$ cat src/rtl/exec_sequencer_if.sv
// -----------------------------------------------------------------------------
// exec_sequencer_if
//   Instruction-fetch handshake between an instruction source and the
//   execution sequencer. A word transfers on a clock edge where both
//   instr_valid and instr_ready are high.
//
//   Signals:
//     instr_valid  source -> sequencer  instr_in carries a valid word
//     instr_in     source -> sequencer  {op[7:6], rs[5:4], rt[3:2], rd[1:0]}
//     instr_ready  sequencer -> source  sequencer is accepting a word
//
//   Modports:
//     master  instruction source (drives valid/word, observes ready)
//     slave   sequencer          (observes valid/word, drives ready)
// -----------------------------------------------------------------------------
interface exec_sequencer_if;
  logic       instr_valid;
  logic [7:0] instr_in;
  logic       instr_ready;

  modport master (
    output instr_valid,
    output instr_in,
    input  instr_ready
  );

  modport slave (
    input  instr_valid,
    input  instr_in,
    output instr_ready
  );
endinterface

$ cat src/rtl/exec_sequencer.sv
// -----------------------------------------------------------------------------
// exec_sequencer
//   Multi-cycle execution sequencer for the 8-bit, 4-register, 2-bit-opcode
//   datapath. Owns the PC and the instruction register. Fetches a word over
//   the valid/ready handshake, then steps it through
//   FETCH -> DECODE -> EXEC -> (MEM) -> (WB), emitting one-cycle strobes for
//   the register file and data memory. Free-run (run=1) or single-step
//   (rising edge of step while idle) operation.
//
//   Opcodes (ir[7:6]):  00 ADD  rd <= rs+rt             EXEC -> WB
//                       01 LW   rt <= mem[rs+imm]       EXEC -> MEM x MEM_WAIT -> WB
//                       10 SW   mem[rs+imm] <= rt       EXEC -> MEM x MEM_WAIT
//                       11 J    pc <= pc+1+imm          retires in EXEC
//   imm = ir[1:0] sign-extended (-2..+1).
//
//   Parameters:
//     PC_WIDTH   width of pc; PC arithmetic wraps modulo 2^PC_WIDTH
//     MEM_WAIT   cycles spent in MEM (must be >= 1)
//
//   Ports:
//     clk           system clock, rising edge
//     reset         synchronous active-low reset
//     run           1 = fetch the next instruction after each retire
//     step          rising edge starts one instruction when idle
//     fetch         instruction handshake (slave side)
//     pc            address of the current/next instruction
//     ir            latched instruction
//     reg_write_en  register-file write strobe (WB of ADD/LW)
//     mem_read_en   data-memory read enable (every MEM cycle of LW)
//     mem_write_en  data-memory write strobe (last MEM cycle of SW)
//     state         IDLE=0 FETCH=1 DECODE=2 EXEC=3 MEM=4 WB=5
//     busy          state != IDLE
//     retired       one-cycle pulse on the final cycle of each instruction
//     instr_count   retired-instruction count
//
//   Build option:
//     SEQ_PERF_EN   when defined, instr_count counts retires (16-bit wrap);
//                   otherwise the counter is omitted and instr_count is 0.
// -----------------------------------------------------------------------------
module exec_sequencer #(
  parameter int PC_WIDTH = 8,
  parameter int MEM_WAIT = 1
) (
  input  logic                clk,
  input  logic                reset,
  input  logic                run,
  input  logic                step,
  exec_sequencer_if.slave     fetch,
  output logic [PC_WIDTH-1:0] pc,
  output logic [7:0]          ir,
  output logic                reg_write_en,
  output logic                mem_read_en,
  output logic                mem_write_en,
  output logic [2:0]          state,
  output logic                busy,
  output logic                retired,
  output logic [15:0]         instr_count
);

  typedef enum logic [2:0] {
    S_IDLE   = 3'd0,
    S_FETCH  = 3'd1,
    S_DECODE = 3'd2,
    S_EXEC   = 3'd3,
    S_MEM    = 3'd4,
    S_WB     = 3'd5
  } state_t;

  typedef enum logic [1:0] {
    OP_ADD = 2'b00,
    OP_LW  = 2'b01,
    OP_SW  = 2'b10,
    OP_J   = 2'b11
  } op_t;

  // Counter only needs to hold MEM_WAIT-1.
  localparam int WAIT_W = (MEM_WAIT > 1) ? $clog2(MEM_WAIT) : 1;
  localparam logic [WAIT_W-1:0] WAIT_LOAD = WAIT_W'(MEM_WAIT - 1);

  state_t                state_q, state_d;
  logic [PC_WIDTH-1:0]   pc_q, pc_d;
  logic [7:0]            ir_q, ir_d;
  logic [WAIT_W-1:0]     cnt_q, cnt_d;
  logic                  step_q;

  logic                  step_rise;
  logic                  retire;
  logic                  rwe, mre, mwe;
  op_t                   op;
  logic [PC_WIDTH-1:0]   imm_sext;
  logic [PC_WIDTH-1:0]   pc_inc;
  logic [PC_WIDTH-1:0]   pc_jmp;

  assign op        = op_t'(ir_q[7:6]);
  assign imm_sext  = PC_WIDTH'($signed(ir_q[1:0]));
  assign pc_inc    = pc_q + PC_WIDTH'(1);
  assign pc_jmp    = pc_q + PC_WIDTH'(1) + imm_sext;

  // Edge is evaluated every cycle but only consumed in IDLE, so an edge seen
  // while busy is simply dropped rather than remembered.
  assign step_rise = step & ~step_q;

  // ---------------------------------------------------------------------------
  // Next-state and Moore output decode
  // ---------------------------------------------------------------------------
  always_comb begin
    // NOTE: every signal written here gets a default first, so no path can
    // leave one unassigned and infer a latch.
    state_d = state_q;
    pc_d    = pc_q;
    ir_d    = ir_q;
    cnt_d   = cnt_q;
    retire  = 1'b0;
    rwe     = 1'b0;
    mre     = 1'b0;
    mwe     = 1'b0;

    case (state_q)
      S_IDLE: begin
        if (run || step_rise) state_d = S_FETCH;
      end

      S_FETCH: begin
        if (fetch.instr_valid) begin
          ir_d    = fetch.instr_in;
          state_d = S_DECODE;
        end
      end

      S_DECODE: state_d = S_EXEC;

      S_EXEC: begin
        case (op)
          OP_ADD: state_d = S_WB;
          OP_LW,
          OP_SW: begin
            state_d = S_MEM;
            cnt_d   = WAIT_LOAD;
          end
          OP_J: begin
            retire = 1'b1;
            pc_d   = pc_jmp;
          end
        endcase
      end

      S_MEM: begin
        mre = (op == OP_LW);
        if (cnt_q == '0) begin
          if (op == OP_SW) begin
            mwe    = 1'b1;
            retire = 1'b1;
            pc_d   = pc_inc;
          end else begin
            state_d = S_WB;
          end
        end else begin
          cnt_d = cnt_q - WAIT_W'(1);
        end
      end

      S_WB: begin
        rwe    = 1'b1;
        retire = 1'b1;
        pc_d   = pc_inc;
      end

      default: state_d = S_IDLE;
    endcase

    // Every retiring path shares one exit rule.
    if (retire) state_d = run ? S_FETCH : S_IDLE;
  end

  // ---------------------------------------------------------------------------
  // State registers
  // ---------------------------------------------------------------------------
  always_ff @(posedge clk) begin
    // NOTE: registers use non-blocking assignment so every flop samples the
    // pre-edge value of every other flop, independent of statement order.
    if (!reset) begin
      // NOTE: ir and the wait counter are architectural state with defined
      // reset values, so they are reset alongside pc and the FSM.
      state_q <= S_IDLE;
      pc_q    <= '0;
      ir_q    <= '0;
      cnt_q   <= '0;
      step_q  <= 1'b0;
    end else begin
      state_q <= state_d;
      pc_q    <= pc_d;
      ir_q    <= ir_d;
      cnt_q   <= cnt_d;
      step_q  <= step;
    end
  end

`ifdef SEQ_PERF_EN
  logic [15:0] count_q;

  always_ff @(posedge clk) begin
    if (!reset)      count_q <= '0;
    else if (retire) count_q <= count_q + 16'd1;
  end

  assign instr_count = count_q;
`else
  assign instr_count = '0;
`endif

  // ---------------------------------------------------------------------------
  // Outputs
  // ---------------------------------------------------------------------------
  assign fetch.instr_ready = (state_q == S_FETCH);
  assign pc                = pc_q;
  assign ir                = ir_q;
  assign state             = state_q;
  assign busy              = (state_q != S_IDLE);
  assign retired           = retire;
  assign reg_write_en      = rwe;
  assign mem_read_en       = mre;
  assign mem_write_en      = mwe;

endmodule

$ cat src/flat_wrapper.sv
// flat-port wrapper written by rule: the top's interface ports become plain ports
module exec_sequencer_flat 
#(
  parameter int PC_WIDTH = 8,
  parameter int MEM_WAIT = 1
)
  (clk, reset, run, step, pc, ir, reg_write_en, mem_read_en, mem_write_en, state, busy, retired, instr_count, fetch_instr_valid, fetch_instr_in, fetch_instr_ready);
  exec_sequencer_if fetch_i ();
  input  logic clk;
  input  logic reset;
  input  logic run;
  input  logic step;
  output logic [PC_WIDTH-1:0] pc;
  output logic [7:0] ir;
  output logic reg_write_en;
  output logic mem_read_en;
  output logic mem_write_en;
  output logic [2:0] state;
  output logic busy;
  output logic retired;
  output logic [15:0] instr_count;
  input wire logic [$bits(fetch_i.instr_valid)-1:0] fetch_instr_valid;
  input wire logic [$bits(fetch_i.instr_in)-1:0] fetch_instr_in;
  output wire logic [$bits(fetch_i.instr_ready)-1:0] fetch_instr_ready;
  assign fetch_i.instr_valid = fetch_instr_valid;
  assign fetch_i.instr_in = fetch_instr_in;
  assign fetch_instr_ready = fetch_i.instr_ready;
  exec_sequencer #(.PC_WIDTH(PC_WIDTH), .MEM_WAIT(MEM_WAIT)) u_core (.clk(clk), .reset(reset), .run(run), .step(step), .fetch(fetch_i), .pc(pc), .ir(ir), .reg_write_en(reg_write_en), .mem_read_en(mem_read_en), .mem_write_en(mem_write_en), .state(state), .busy(busy), .retired(retired), .instr_count(instr_count));
endmodule
$ cat config.mk
export PLATFORM = sky130hd
export DESIGN_NAME = exec_sequencer_flat
export DESIGN_NICKNAME = d
export VERILOG_FILES = /design/src/rtl/exec_sequencer_if.sv /design/src/rtl/exec_sequencer.sv /design/src/flat_wrapper.sv
export SDC_FILE = /design/constraint.sdc
export NUM_CORES = 1
export LEC_CHECK = 0
export BUFFER_PORTS_ARGS = -buffer_cell sky130_fd_sc_hd__buf_4
export CAP_MARGIN = 15
export CORE_UTILIZATION = 55
export DETAILED_ROUTE_END_ITERATION = 6
export PLACE_DENSITY = 0.89
export SYNTH_ARGS = -nofsm -noshare
export SYNTH_HDL_FRONTEND = slang
export SYNTH_SLANG_ARGS = --single-unit
$ cat constraint.sdc
create_clock -name clk -period 3.64 [get_ports clk]
set_input_delay 0.364 -clock clk [delete_from_list [all_inputs] [get_ports clk]]
set_output_delay 0.364 -clock clk [all_outputs]
set_load 0.05 [all_outputs]
Yosys cells after proc, flatten, opt, wreduce, memory -nomap -nowiden
Index checks and enable logic that the tools add are counted.
{ "word_totals": {"register_bits": 21, "input_bits": 13, "output_inout_bits": 41} }
{ "op_classes": {"addsub": 3, "n_eq_ne": 18, "muxes": 22, "bitwise_logic": 2, "reduce_logical": 11} }
{ "op_table": {"columns": ["op", "n"], "rows": [
  ["$mux 8", 3],
  ["$pmux 8 s3", 1],
  ["$pmux 3 s6", 1],
  ["$mux 3", 5],
  ["$mux 1", 9],
  ["$ne 3x3->1 const B", 3],
  ["$add 8x1->8 const B", 1],
  ["$add 8x8->8", 1],
  ["$eq 3x2->1 const B", 2],
  ["$eq 3x3->1 const B", 2],
  ["$ne 2x2->1 const B", 3],
  ["$pmux 3 s2", 1],
  ["$reduce_and 6->1", 1],
  ["$reduce_bool 3->1", 2],
  ["$eq 2x2->1 const B", 2],
  ["$ne 2x1->1 const B", 2],
  ["$ne 4x4->1 const B", 1],
  ["$reduce_and 2->1", 2],
  ["$reduce_and 4->1", 1],
  ["$eq 3x1->1 const B", 1],
  ["$logic_not 3->1", 1],
  ["$ne 3x2->1 const B", 1],
  ["$pmux 1 s3", 1],
  ["$eq 2x1->1 const B", 1],
  ["other kinds (8)", 8]
]} }

Depth between registers and ports, before layout
Gate-level depths: netlist of run 1.
{ "depth": {"ltp_word": 6, "depth_mapped": 10} }

Least setup slack after synthesis of run 1
OpenSTA, ideal clock, no wires.
{ "synth_path": {"path_type": "register to register", "start": "reg u_core.pc_q[1], in the netlist u_core.pc[1]", "end": "reg u_core.pc_q[7], in the netlist u_core.pc[7]", "setup_time_ps": 118, "arrival_time_ps": 2443, "required_ps": 3522, "path_slack_ps": 1079, "path_stages_with_launch": 10, "n_path_buf": 0, "synth_period_minus_slack_ps": 2561, "path_cell_list": "dfxtp_1 > ha_1 > xor2_1 > ha_1 > o21ai_0 > nor2_1 > o41ai_2 > mux2i_1 > a31o_1 > a21boi_2"} }
{ "synth_between": {"elab_chain_len": 4} }
{ "synth_lines": {"columns": ["element", "line_no", "text"], "rows": [
  ["from (decl)", "exec_sequencer.sv:81", "logic [PC_WIDTH-1:0] pc_q, pc_d;"],
  ["from (signal assigned)", "exec_sequencer.sv:191", "pc_q <= pc_d;"],
  ["$add 8x1->8 *", "exec_sequencer.sv:96, exec_sequencer.sv:97", null],
  ["$add 8x8->8 / $mux 8 (equally long branches)", "exec_sequencer.sv:97, exec_sequencer.sv:150", null],
  ["$mux 8, on equally long branches", "exec_sequencer.sv:133, exec_sequencer.sv:149", null],
  ["$pmux 8 s3 *", "exec_sequencer.sv:118", "case (state_q)"]
]} }
Mark *: on every way between the ends. The rest lies on a longest branch, timed or not. The select of a mux whose other input is x is not followed.
A chain may end at the register's enable or synchronous reset.

Final worst setup path of run 1
{ "layout_path": {"start": "reg u_core.ir_q[6], in the netlist u_core.ir[6]", "end": "out retired"} }
{ "layout_between": {"elab_chain_len": 4} }
{ "layout_lines": {"columns": ["element", "line_no", "text"], "rows": [
  ["from (decl)", "exec_sequencer.sv:82", "logic [7:0] ir_q, ir_d;"],
  ["from (signal assigned)", "exec_sequencer.sv:192", "ir_q <= ir_d;"],
  ["$eq 2x2->1", "exec_sequencer.sv:150", "if (op == OP_SW) begin"],
  ["$mux 1", "exec_sequencer.sv:150", null],
  ["$mux 1", "exec_sequencer.sv:149", "if (cnt_q == '0) begin"],
  ["$pmux 1 s3 *", "exec_sequencer.sv:118", null],
  ["to (decl)", "flat_wrapper.sv:20", "output logic retired;"]
]} }
Mark *: on every way between the ends. The rest lies on a longest branch, timed or not.

==> metrics, run 1 <==
CTS clk-pin slew, worst paths=120 ps; Slew headroom=59.4%; Final nets=256; fmax=385 MHz; CORE AREA=2780 sq um; antenna viol nets, final=0; ratio of cells with drive above 1 in the final layout=21.1%; Buf/Inv on CP=3; critical path cell sequence=inv_1, ha_1, or2_1, a21oi_2, inv_2, buf_4; vias per inst=5.69; worst hold endpoint=u_core.step_q; critical path class=flop to primary output; first-pass GRT wire length=6020 um; most frequent cells in the layout=buf_4 (38), dfxtp_1 (20), conb_1 (16), nor2_1 (15), ha_1 (13); vias in the first global route=1,330; Worst EP required=3280 ps; Netlist cell types=46; Mean Syn Cell Area=8.29 sq um; final total power=0.665 mW; Slowest cell on crit path=a21oi_2; clk_lat worst skew=310 ps; CTS tree=done; outcome=completed; Die H=56.5 um; Post-Synth Simple-Gate Area=22.1%; Slew @ Worst Pin=608 ps; TritonCTS Sinks=20; fin crit period=2600 ps; setup TNS=0 ps; GR Overflow Total=0; RSZ-0062 raised after global routing=no; Area Overhead vs Synth=15.7%; row count=19; DRC Markers=0; post-CTS sizing=0; Antenna diodes=0; DR WL/cell=14.2 um; compound-cell area share of the yosys netlist=17.8%; startpoint types=flop; Post-Synth XOR/XNOR Area=4.29%; largest family of logic cells by synthesized area=simple AND/OR/NAND/NOR gates; max-slew violation count=0; Seq/Total Area, Yosys=24.5%; htree depth=1; Hold Buf Count CTS=0; Synth Cell Area=1630 sq um; Max VDD drop=0.336 mV; Detail Placement HPWL=2620 um; Max stage delay on crit path=450 ps; Crit. End Element=primary output; crit share post-route=71.4%; Initial Util=58.7%; Initial DRC Count=53; CP arrival=2240 ps; Worst Hold Path Cells=2; Syn Inst Count=197; Ys Warns=0; # IOs=54; Max clock buf depth=2; Post-synth EDFFs=0; flops & latches, synth=20; Async S/R FF share, synth=0%; DRT Pass-1 Iters=4; GR Util All Layers=23.6%; Clock Skew=3.46 ps; Crit path max-delay family=buffers and inverters; commonest non-fill, non-tap cell in the layout=buf_4; Final setup viols=0; Post-Synth Adder-Cell Area=11.2%; reg-to-reg endpoint=u_core.pc[7]; Vias=1,473; Min-Delay Path Class=input pin to flop; predominant post-synthesis flop cell=dfxtp_1; mux cell area share after synthesis=7.43%; initial antenna violation count=0; largest net degree at the start of global routing=21; total routed wirelength=3670 um; Final Wtd Congestion=0.855; Max Cap Violations=0; worst r2r path cells=10; pwr/cell area=352 nW/um^2; Pleak=0.920 nW; worst-path fanout max=14; root buffer cell=clkbuf_4; RR Startpoint=u_core.pc[2]; Hold Startpoint=step; post-CTS setup buffers=0; die area=3190 sq um; die extent in x=56.5 um; R2R Setup Slk=1090 ps; Hold Vio Cnt, Final=0; buffers added on ports=37; CTS buffer count=3
==> cells by family (layout without fill, tap and decap cells) <==
kind of cell,Yosys count,after routing
AO/OA/AOI/OAI,41,41
AND/OR/NAND/NOR,68,68
buffers and inverters,33,49
multiplexers,12,12
adder cells (fa/ha/maj),14,14
other,1,16
flip-flops,20,20
XOR/XNOR,8,8
==> layer usage <==
layer	global-route usage [%]	vias to the layer above	share of wire [%]
li1	-	730	-
met1	32.2	676	46
met2	38.8	61	47
met3	2.53	6	5.4
met4	7.67	0	1.2
met5	0	-	0
==> sequential cells by signal, indices dropped and copies added, names as in the netlist <==
name,flops
u_core.ir,8
u_core.pc,8
u_core.state,3
u_core.step_q,1
==> cells in the mapped netlist (2+ instances only) <==
cell type	instances	area share, %
nand2b_1	2	0.77
buf_2	3	0.92
a211oi_1	3	1.4
nor2b_1	10	3.8
o21ai_0	7	2.1
and3_1	5	1.9
o211ai_1	3	1.4
nand4_1	3	1.1
inv_1	6	1.4
clkbuf_1	4	0.92
o31ai_1	2	0.92
ha_1	13	10
nor3_1	2	0.61
buf_4	18	8.3
xnor2_1	4	2.1
dfxtp_1	20	25
a21o_1	2	0.92
and2_1	4	1.5
a31oi_1	2	0.77
nor2_1	15	3.4
nand2_1	9	2.1
mux2i_1	11	6.7
nand3_1	8	2.5
xor2_1	4	2.1
nor4_1	3	1.1
nor3b_1	4	1.8
a21oi_1	10	3.1
o211a_1	2	1.2
==> worst max path at each step <==
stage | startpoint | endpoint | cells past startpoint
after floorplan | u_core.pc[1] | u_core.pc[7] | 9
after global placement | u_core.pc[2] | u_core.pc[7] | 10
after detailed placement | u_core.pc[2] | u_core.pc[7] | 10
after CTS | u_core.ir[6] | retired | 6
after global routing | u_core.ir[6] | retired | 6
final | u_core.ir[6] | retired | 6
==> cell type report <==
class | count | area [sq um]
Clock buffer | 3 | 22.5
Clock inverter | 1 | 30.0
Fill cell | 250 | 892
Inverter | 7 | 26.3
Multi-Input combinational cell | 159 | 1090
Sequential cell | 20 | 400
Tap cell | 31 | 38.8
Timing Repair Buffer | 38 | 285
==> power by group <==
part	internal, mW	leakage, nW	switching [mW]
Sequential	0.231	0.162	0.0219
Clock	0.111	0.0279	0.0758
Combinational	0.0706	0.730	0.155
Total	0.413	0.920	0.252
==> through the flow <==
stage	instances	util, %	instance area [sq um]	hold WS (ps)	worst slack (ps)
after floorplan	212	-	1690	486	1080
after global placement	255	66.0	1840	493	1260
after detailed placement	255	66.0	1840	510	1190
after CTS	259	67.9	1890	259	1070
after global routing	259	67.9	1890	247	899
final	259	67.9	1890	261	1040
Note: power is estimated with default switching activity, not from simulation.
==> run 2: changes to the inputs <==
CORE_UTILIZATION = 51   (was 55)
PLACE_DENSITY = 0.84   (was 0.89)
clock period = 2.5 ns   (was 3.64 ns; I/O delays follow)
==> run 2 against run 1 <==
Global-route usage fell by 1.7 points. Power rose by 46%. Largest power group unchanged. Critical path depth rose by 3. Critical endpoint is now u_core.pc[7]. Clock power rose by 47%. Flip-flop and latch count did not move. Non-clock buffer count rose by 5. Clock skew fell by 2.2 ps. Via count rose by 0.20%.
==> metrics, run 2 (synthesis gave the netlist of run 1 again) <==
die extent in x=58.6 um (was 56.5 um); die area=3430 sq um (was 3190 sq um); pwr/cell area=486 nW/um^2 (was 352 nW/um^2); Clock Skew=1.31 ps (was 3.46 ps); first-pass GRT wire length=5710 um (was 6020 um); most frequent cells in the layout=buf_4 (43), dfxtp_1 (17), conb_1 (16), nor2_1 (14) (was buf_4 (38), dfxtp_1 (20), conb_1 (16), nor2_1 (15), ha_1 (13)); commonest non-fill, non-tap cell in the layout=buf_4 (unchanged); Initial Util=53.5% (was 58.7%); setup TNS=0 ps (unchanged); largest net degree at the start of global routing=21 (unchanged); Final Wtd Congestion=0.911 (was 0.855); Max Cap Violations=0 (unchanged); crit share post-route=95.6%; buffers added on ports=37 (unchanged); Min-Delay Path Class=input pin to flop (unchanged); RSZ-0062 raised after global routing=no (unchanged); Worst EP required=2720 ps (was 3280 ps); worst hold endpoint=u_core.step_q (unchanged); Final setup viols=0 (unchanged); critical path class=flop to flop (was flop to primary output); fin area=2000 sq um (was 1890 sq um); Final nets=261 (was 256); antenna viol nets, final=0 (unchanged); TritonCTS Sinks=20 (unchanged); worst r2r path cells=9 (was 10); Die H=58.6 um (was 56.5 um); Worst Hold Path Cells=2 (unchanged); fmax=418 MHz; max-slew violation count=0 (unchanged); R2R Setup Slk=110 ps (was 1090 ps); row count=20 (was 19); RR Startpoint=u_core.pc[0] (was u_core.pc[2]); Crit. End Element=flop (was primary output); Max clock buf depth=2 (unchanged); outcome=completed (unchanged); Hold Vio Cnt, Final=0 (unchanged); total routed wirelength=3660 um (was 3670 um); Pleak=0.949 nW (was 0.920 nW); Initial DRC Count=42 (was 53); fin crit period=2390 ps; clk_lat worst skew=310 ps (about the same); ratio of cells with drive above 1 in the final layout=26.6% (was 21.1%); vias per inst=5.33 (was 5.69); Antenna diodes=0 (unchanged); # IOs=54 (unchanged); initial antenna violation count=0 (unchanged); startpoint types=flop (unchanged); CTS tree=done (unchanged); CTS buffer count=3 (unchanged); Vias=1,476 (was 1,473); DRC Markers=0 (unchanged); Max VDD drop=0.320 mV (was 0.336 mV); Hold Startpoint=step (unchanged); CP arrival=2610 ps (was 2240 ps); vias in the first global route=1,267 (was 1,330); GR Util All Layers=21.9% (was 23.6%); GR Overflow Total=0 (unchanged); CTS clk-pin slew, worst paths=120 ps (about the same); root buffer cell=clkbuf_4 (unchanged); worst-path fanout max=5 (was 14); CORE AREA=3050 sq um (was 2780 sq um); htree depth=1 (unchanged); Detail Placement HPWL=2600 um (was 2620 um); final total power=0.970 mW (was 0.665 mW); Area Overhead vs Synth=22.3% (was 15.7%); DRT Pass-1 Iters=4 (unchanged); dpl cell area=1890 sq um (was 1840 sq um); reg-to-reg endpoint=u_core.pc[7] (unchanged); DR WL/cell=13.2 um (was 14.2 um)
run 2: cell count changes in the layout (fill, tap and decap cells not counted), moves of 2 or more:
cell and delta:
dfxtp_1 -3, buf_4 +5, ha_1 -2, dfxtp_4 +3
run 2: timing repair:
item	CTS	global route
resized for setup	0	11
buffers inserted	0	1
endpoints found under the setup margin	0	1
hold endpoints to repair	0	0
hold buffers	0	0
run 2: per-stage QoR:
stage / hold slack (ps) / worst slack [ps] / utilization [%] / std cells
global route: 137 / 13.8 / 65.4 / 277
global placement: 464 / 214 / 61.8 / 272
CTS: 135 / 95.9 / 63.5 / 276
finish: 140 / 109 / 65.4 / 277
floorplan: 372 / 32.1 / - / 212
detailed placement: 472 / 122 / 61.8 / 272
run 2: report_power, final:
| part | internal [mW] | total (mW) | switching, mW |
|---|---|---|---|
| Combinational | 0.107 | 0.334 | 0.227 |
| Sequential | 0.333 | 0.361 | 0.0285 |
| Clock | 0.162 | 0.274 | 0.112 |
run 2: per-layer routing:
metal  track usage (%)  routed length (um)  up-vias
li1                  -                   -      743
met1              30.6                1750      683
met2              33.8                1690       46
met3              3.08                 163        4
met4              9.18                  53        0
met5                 0                   0        -
run 2: layout make-up:
class                           instances  area (sq um)
Timing Repair Buffer                   43           323
Sequential cell                        20           412
Inverter                                7          26.3
Multi-Input combinational cell        159          1130
Clock inverter                          1          30.0
Fill cell                             267          1060
Clock buffer                            3          22.5
Tap cell                               44          55.1
run 2: worst max-delay path by stage:
stage              endpoint          from  cells after the start  slack (ps)
2_1_floorplan  u_core.pc[7]  u_core.ir[1]                      7          30
3_3_place_gp   u_core.pc[7]  u_core.pc[0]                      8         210
3_5_place_dp   u_core.pc[7]  u_core.pc[0]                      8         120
4_1_cts        u_core.pc[7]  u_core.pc[0]                      8         100
5_1_grt        u_core.pc[7]  u_core.pc[3]                     10          10
6_report       u_core.pc[7]  u_core.pc[0]                      9         110
run 2: critical path, stage by stage (launching register included):
cell	delay [ps]
dfxtp_4	380
ha_2	220
xor2_1	150
ha_1	340
o21ai_0	230
nor2_2	100
o41ai_4	360
mux2i_1	280
a31o_1	190
a21boi_2	50
